===== config.mk =====
export PLATFORM = sky130hd
export DESIGN_NAME = day6_seq_divider
export DESIGN_NICKNAME = d
export VERILOG_FILES = /design/src/rtl/day6_seq_divider.sv
export SDC_FILE = /design/constraint.sdc
export NUM_CORES = 1
export LEC_CHECK = 0
export BUFFER_PORTS_ARGS = -buffer_cell sky130_fd_sc_hd__buf_4
export CORE_UTILIZATION = 35
export DETAILED_ROUTE_END_ITERATION = 6
export PLACE_DENSITY = 0.62
export SYNTH_ARGS = -nofsm -noshare
export SYNTH_HDL_FRONTEND = slang
export SYNTH_SLANG_ARGS = --single-unit

===== constraint.sdc =====
create_clock -name clk -period 3.55 [get_ports clk]
set_input_delay 0.5325 -clock clk [delete_from_list [all_inputs] [get_ports clk]]
set_output_delay 0.5325 -clock clk [all_outputs]
set_load 0.01 [all_outputs]

===== src/rtl/day6_seq_divider.sv =====
// Sequential unsigned restoring divider, one quotient bit per clock, behind a
// start/busy/done handshake. Divide-by-zero takes one cycle and returns all-ones.
module day6_seq_divider #(
    parameter int WIDTH = 4
) (
    input  logic             clk,
    input  logic             rst_n,
    input  logic             start_in,
    input  logic [WIDTH-1:0] dividend_in,
    input  logic [WIDTH-1:0] divisor_in,
    output logic             busy,
    output logic             done,
    output logic [WIDTH-1:0] quotient,
    output logic [WIDTH-1:0] remainder,
    output logic             div_by_zero
);

    localparam int CW = $clog2(WIDTH);

    typedef enum logic [1:0] {
        ST_IDLE = 2'd0,
        ST_CALC = 2'd1,
        ST_DONE = 2'd2
    } state_t;

    state_t           state_r;
    state_t           next_state_s;
    logic [CW-1:0]    count_r;
    logic [WIDTH-1:0] rem_r;
    logic [WIDTH-1:0] q_r;
    logic [WIDTH-1:0] div_r;
    logic             zero_r;
    logic             busy_r;
    logic             done_r;
    logic [WIDTH-1:0] quotient_r;
    logic [WIDTH-1:0] remainder_r;
    logic             dbz_r;

    logic [WIDTH:0]   rem_shift_s;
    logic [WIDTH:0]   diff_s;
    logic             fits_s;
    logic [WIDTH-1:0] rem_next_s;
    logic [WIDTH-1:0] q_next_s;

    // One restoring step on the partial remainder and quotient shift register.
    always_comb begin
        rem_shift_s = {rem_r, q_r[WIDTH-1]};
        diff_s      = rem_shift_s - {1'b0, div_r};
        // rem_r < div_r keeps R'-D within +/-2^WIDTH, so the top bit is the borrow.
        fits_s      = ~diff_s[WIDTH];
        if (fits_s) begin
            rem_next_s = diff_s[WIDTH-1:0];
        end else begin
            rem_next_s = rem_shift_s[WIDTH-1:0];
        end
        q_next_s = {q_r[WIDTH-2:0], fits_s};
    end

    // Next-state logic; a zero divisor spends its single CALC cycle loading the result.
    always_comb begin
        next_state_s = state_r;
        case (state_r)
            ST_IDLE: begin
                if (start_in) begin
                    next_state_s = ST_CALC;
                end else begin
                    next_state_s = ST_IDLE;
                end
            end
            ST_CALC: begin
                if (zero_r || (count_r == {CW{1'b0}})) begin
                    next_state_s = ST_DONE;
                end else begin
                    next_state_s = ST_CALC;
                end
            end
            ST_DONE: next_state_s = ST_IDLE;
            default: next_state_s = ST_IDLE;
        endcase
    end

    // State register with registered busy/done decoded from the next state.
    always_ff @(posedge clk or negedge rst_n) begin
        if (!rst_n) begin
            state_r <= ST_IDLE;
            busy_r  <= 1'b0;
            done_r  <= 1'b0;
        end else begin
            state_r <= next_state_s;
            busy_r  <= (next_state_s != ST_IDLE);
            done_r  <= (next_state_s == ST_DONE);
        end
    end

    // Operand capture, iteration registers and result registers.
    always_ff @(posedge clk or negedge rst_n) begin
        if (!rst_n) begin
            count_r     <= {CW{1'b0}};
            rem_r       <= {WIDTH{1'b0}};
            q_r         <= {WIDTH{1'b0}};
            div_r       <= {WIDTH{1'b0}};
            zero_r      <= 1'b0;
            quotient_r  <= {WIDTH{1'b0}};
            remainder_r <= {WIDTH{1'b0}};
            dbz_r       <= 1'b0;
        end else begin
            case (state_r)
                ST_IDLE: begin
                    if (start_in) begin
                        count_r <= CW'(WIDTH - 1);
                        rem_r   <= {WIDTH{1'b0}};
                        q_r     <= dividend_in;
                        div_r   <= divisor_in;
                        zero_r  <= (divisor_in == {WIDTH{1'b0}});
                        dbz_r   <= 1'b0;
                    end
                end
                ST_CALC: begin
                    if (zero_r) begin
                        // q_r still holds the untouched dividend here.
                        quotient_r  <= {WIDTH{1'b1}};
                        remainder_r <= q_r;
                        dbz_r       <= 1'b1;
                    end else begin
                        q_r   <= q_next_s;
                        rem_r <= rem_next_s;
                        if (count_r == {CW{1'b0}}) begin
                            quotient_r  <= q_next_s;
                            remainder_r <= rem_next_s;
                        end else begin
                            count_r <= count_r - {{(CW-1){1'b0}}, 1'b1};
                        end
                    end
                end
                default: begin
                    count_r <= count_r;
                end
            endcase
        end
    end

    assign busy        = busy_r;
    assign done        = done_r;
    assign quotient    = quotient_r;
    assign remainder   = remainder_r;
    assign div_by_zero = dbz_r;

endmodule

Yosys cells after proc, flatten, opt, wreduce, memory -nomap -nowiden
Index checks and enable logic that the tools add are counted.

word-level totals
  register bits = 28
  output and inout bits = 11
  word-level logic and storage cells = 53

cells by class
  reductions and logical operators = 12
  equal/unequal tests = 6
  bitwise logic cells = 1
  muxes and demuxes = 21
  $add $sub $neg = 2

operators by type and width
  operator                                          number
  two-way mux 4 bit                                 9
  case mux 4 bit (2 select lines)                   2
  two-way mux 2 bit                                 4
  != test 2 bit, second input constant              4
  case mux 2 bit (2 select lines)                   2
  AND reduction 3 bit                               2
  nonzero test 2 bit                                3
  subtractor 5 x 4 -> 5 bit                         1
  zero test 2 bit                                   2
  zero test 4 bit                                   1
  AND reduction 2 bit                               2
  AND reduction 4 bit                               1
  two-way mux 1 bit                                 3
  == test 2 x 1 -> 1 bit, second input constant     1
  == test 2 bit, second input constant              1
  case mux 1 bit (2 select lines)                   1
  subtractor 2 x 1 -> 2 bit, second input constant  1
  logical OR 1 bit                                  1
  inverter 1 bit                                    1

Depth between registers and ports, before layout
  depth after elaboration = 5
  gate-level depth with buffers = 8

Least setup slack after synthesis
Ideal clock, no wire load.

  kind = register to register
  start = register q_r[3]
  end = register rem_r[0]
  stages on the path, launching flop included = 9
  path buffers = 0
  clock period less this slack = 2.066 ns
  data arrival time = 1.987 ns
  setup slack = 1.484 ns
  cell sequence = dfrtp_1 > inv_1 > ha_1 > fa_1 > nand2b_2 > a21oi_4 > xnor2_4 > mux2_4 > o22ai_2

between the ends
  word-level cells in the longest chain between the ends = 4

RTL lines
  what                                 line  RTL
  from (decl)                          30    logic [WIDTH-1:0] q_r;
  from (signal assigned)               100   q_r <= {WIDTH{1'b0}};
  from (signal assigned)               112   q_r <= dividend_in;
  from (signal assigned)               125   q_r <= q_next_s;
  subtractor 5 x 4 -> 5 bit            48    diff_s = rem_shift_s - {1'b0, div_r};
  two-way mux 4 bit (*)                51    if (fits_s) begin
  two-way mux 4 bit (*)                119   if (zero_r) begin
  case mux 4 bit (2 select lines) (*)  107   case (state_r)
  to (signal assigned)                 99    rem_r <= {WIDTH{1'b0}};
  to (signal assigned)                 111   rem_r <= {WIDTH{1'b0}};
  to (signal assigned)                 126   rem_r <= rem_next_s;
  to (decl)                            29    logic [WIDTH-1:0] rem_r;

Mark *: on every way between the ends. The rest lies on a longest branch, timed or not. The select of a mux whose other input is x is not followed.
A chain may end at the register's enable or synchronous reset.

Worst setup path after layout
Same ends and word-level chain as after synthesis.

==> impl_metrics.toml <==
[status]
status = "complete, no violations"

[cts]
h-tree-depth = 1
cts_resized = 0
cts_root_buffer = "clkbuf_8"
numCtsBuffers = 3
clkTransAtPathRegs_ps = 100
cts_tree = "done"
clockBufferDepth = 2
clk-insertion-delay-late_ps = 280
cts.sinks = 28
cts_hold_buffers = 0
postCtsSetupBuffers = 0

[drt]
viasPerCell = 4.99
wl_um = 2940
drt_iter0_drc = 23
dr.pass1.iters = 4
vias = 1058
ant_nets = 0
drcViolationCount = 0
wl_per_cell_um = 13.9

[critical_path]
critPathLaunchType = "flop"
endpoint_kind = "flop"
crit_type = "reg -> reg"
crit_arrival_ps = 2450
crit_required_ps = 3760
crit_path_max_fanout = 6

[min_path]
hold_path.class = "in -> async"

[floorplan]
coreArea_mm2 = 0.00400
ioPinCount = 22
dieHeight_um = 66.4
rows = 23
die_x_um = 66.4
die_area_mm2 = 0.00441
start_util_pct = 36.3

[sta]
clock.fmax_ghz = 0.447
finalHoldViolations = 0
tightest_slew_ps = 771
fin_crit_sh_pct = 63.1
hold_ws_ps = 159
timing.final.crit_period_ps = 2240
rsz0062_at_grt = "false"
slew_viol_final = 0
setup_tns_ps = 0
finalClockSkew_ps = 5.50
layout_setup_ws_ps = 1310
slew_headroom_pct = 48.5
finalSetupViolations = 0

[yosys]
yosysWarnings = 0
synth_top_family_by_area = "compound AO/OA/AOI/OAI gates"
synth_compound_area_share_pct = 18.0
synth-simple-area-share_pct = 14.8
synth_area_mm2 = 0.00145
synth-xor-area-share_pct = 3.10
synth_nets = 160
synth_cell_type_count = 37
ys_ff_latch = 28
ys_seq_area_share_pct = 48.2
synthMuxAreaShare_pct = 3.45
syn_inst = 143
synth_fa_ha_area_share_pct = 5.68
syn_avg_cell_area_um2 = 10.2

[final_layout]
n_antenna_cell = 0
syn_to_final_growth_pct = 16.9
drive_gt1_share_pct = 24.1
fin_cells = 212
nNetsFinal = 180

[placement]
place_congestion = 0.743
dp.cells = 208
post-place-ws_ps = 1310
io_buffer_count = 21
dp_hpwl_um = 2220

[grt]
grt_max_degree = 29
overflow = 0
grt_pass1_vias = 1072
grt_usage_pct = 15.4
grt_pass1_wl_um = 5020
antenna_found_initial = 0

[power_and_ir_drop]
power.total_uw = 1830
p_per_area_mw_per_mm2 = 1080
p_leak_uw = 0.000817
ir_worst_vdd_uv = 387

[flow_run]
cap_violations = 0
==> stage by stage <==
step | utilization, % | area [µm²]
floorplan | - | 1450
global placement | 41.1 | 1640
global route | 42.4 | 1700
CTS | 42.4 | 1700
finish | 42.4 | 1700
detailed placement | 41.1 | 1640
==> per-layer routing <==
metal | global-route usage (%) | share of wire (%) | vias up
met3 | 4.48 | 4.0 | 4
met4 | 3.19 | 0.82 | 0
met2 | 25.8 | 46 | 21
li1 | - | - | 523
met1 | 19.6 | 49 | 510
met5 | 0 | 0 | -
==> registers in the layout, indices dropped and copies added, names as in the netlist, 2 cells and up <==
signal and count:
rem_r 4, div_r 4, remainder 4, quotient 4, count_r 2, q_r 4, state_r 2
==> cells in the mapped netlist <==
master      n  area share [%]
o21ai_0     1            0.34
nor2_1     16             4.1
nand2_1    23             5.9
fa_1        1             1.4
mux2i_1     2             1.4
o211ai_1    1            0.52
o22ai_2     2             1.7
nor3_1      1            0.34
buf_6       1            0.78
a211oi_2    1            0.86
a32oi_1     3             1.8
nand2b_1    1            0.43
o22a_1      3             1.8
clkbuf_1    5             1.3
a21oi_1     9             3.1
ha_1        5             4.3
or4_1       1            0.52
a31oi_1     4             1.7
o21ai_1     7             2.4
inv_1       9             2.3
dfrtp_1    28              48
nand2b_2    1            0.60
mux2_4      2             2.1
inv_2       1            0.26
or2_1       1            0.43
o21ai_2     2             1.2
and2b_4     1            0.69
o22ai_1     2            0.86
xnor2_1     1            0.60
xor2_1      1            0.60
nand3_1     1            0.34
o21a_1      1            0.52
and2_1      1            0.43
xnor2_4     1             1.9
nand2b_4    1            0.95
a21oi_4     1             1.1
bufinv_16   1             2.1
==> cell type report <==
cell class | count | area (µm²)
fillers | 395 | 2300
repair buffers | 21 | 158
multi-input cells | 98 | 654
flip-flops and latches | 28 | 701
inverters | 11 | 67.6
well taps | 50 | 62.6
clock buffers | 4 | 55.1
==> where the power goes <==
group | internal (µW) | total [µW] | switching (µW)
Sequential | 462 | 577 | 115
Clock | 99.5 | 201 | 101
Combinational | 505 | 1050 | 548
Total | 1070 | 1830 | 764
==> placed cells by master (no fill, tap or decap), types with 2 or more instances in the layout <==
cell and instances:
a31oi_1 4, inv_1 9, a21oi_1 9, mux2i_1 2, o22ai_1 2, buf_4 21
o22a_1 3, a32oi_1 3, o21ai_1 7, nor2_1 16, mux2_4 2, o22ai_2 2
o21ai_2 2, nand2_1 23, dfrtp_1 28, ha_1 5, clkbuf_8 4
==> worst paths after layout <==
check                             endpoint  cells after the start     startpoint  slack [ps]
worst min register to register  count_r[0]                      1     count_r[0]         480
max in group asynchronous           q_r[3]                      1          rst_n        3120
min in group clk                  div_r[0]                      3  divisor_in[0]         450
worst min-delay path                q_r[2]                      1          rst_n         160
worst max-delay path              rem_r[0]                      8         q_r[3]        1310
worst max register to register    rem_r[0]                      8         q_r[3]        1310
==> worst max-delay path: stages (launching register included) <==
cell and delay (ps):
dfrtp_1 380, inv_1 60, ha_1 220, fa_1 420
nand2b_2 220, a21oi_4 190, xnor2_4 190, mux2_4 350
o22ai_2 140
==> cells by family after synthesis <==
| family | after synthesis |
|---|---|
| AOI/OAI and AO/OA | 37 |
| muxes | 4 |
| xor gates and xnor gates | 3 |
| adders and majority gates | 6 |
| buffers and inverters | 17 |
| DFF | 28 |
| and+or+nand+nor | 48 |
Note: power is estimated with default switching activity, not from simulation.
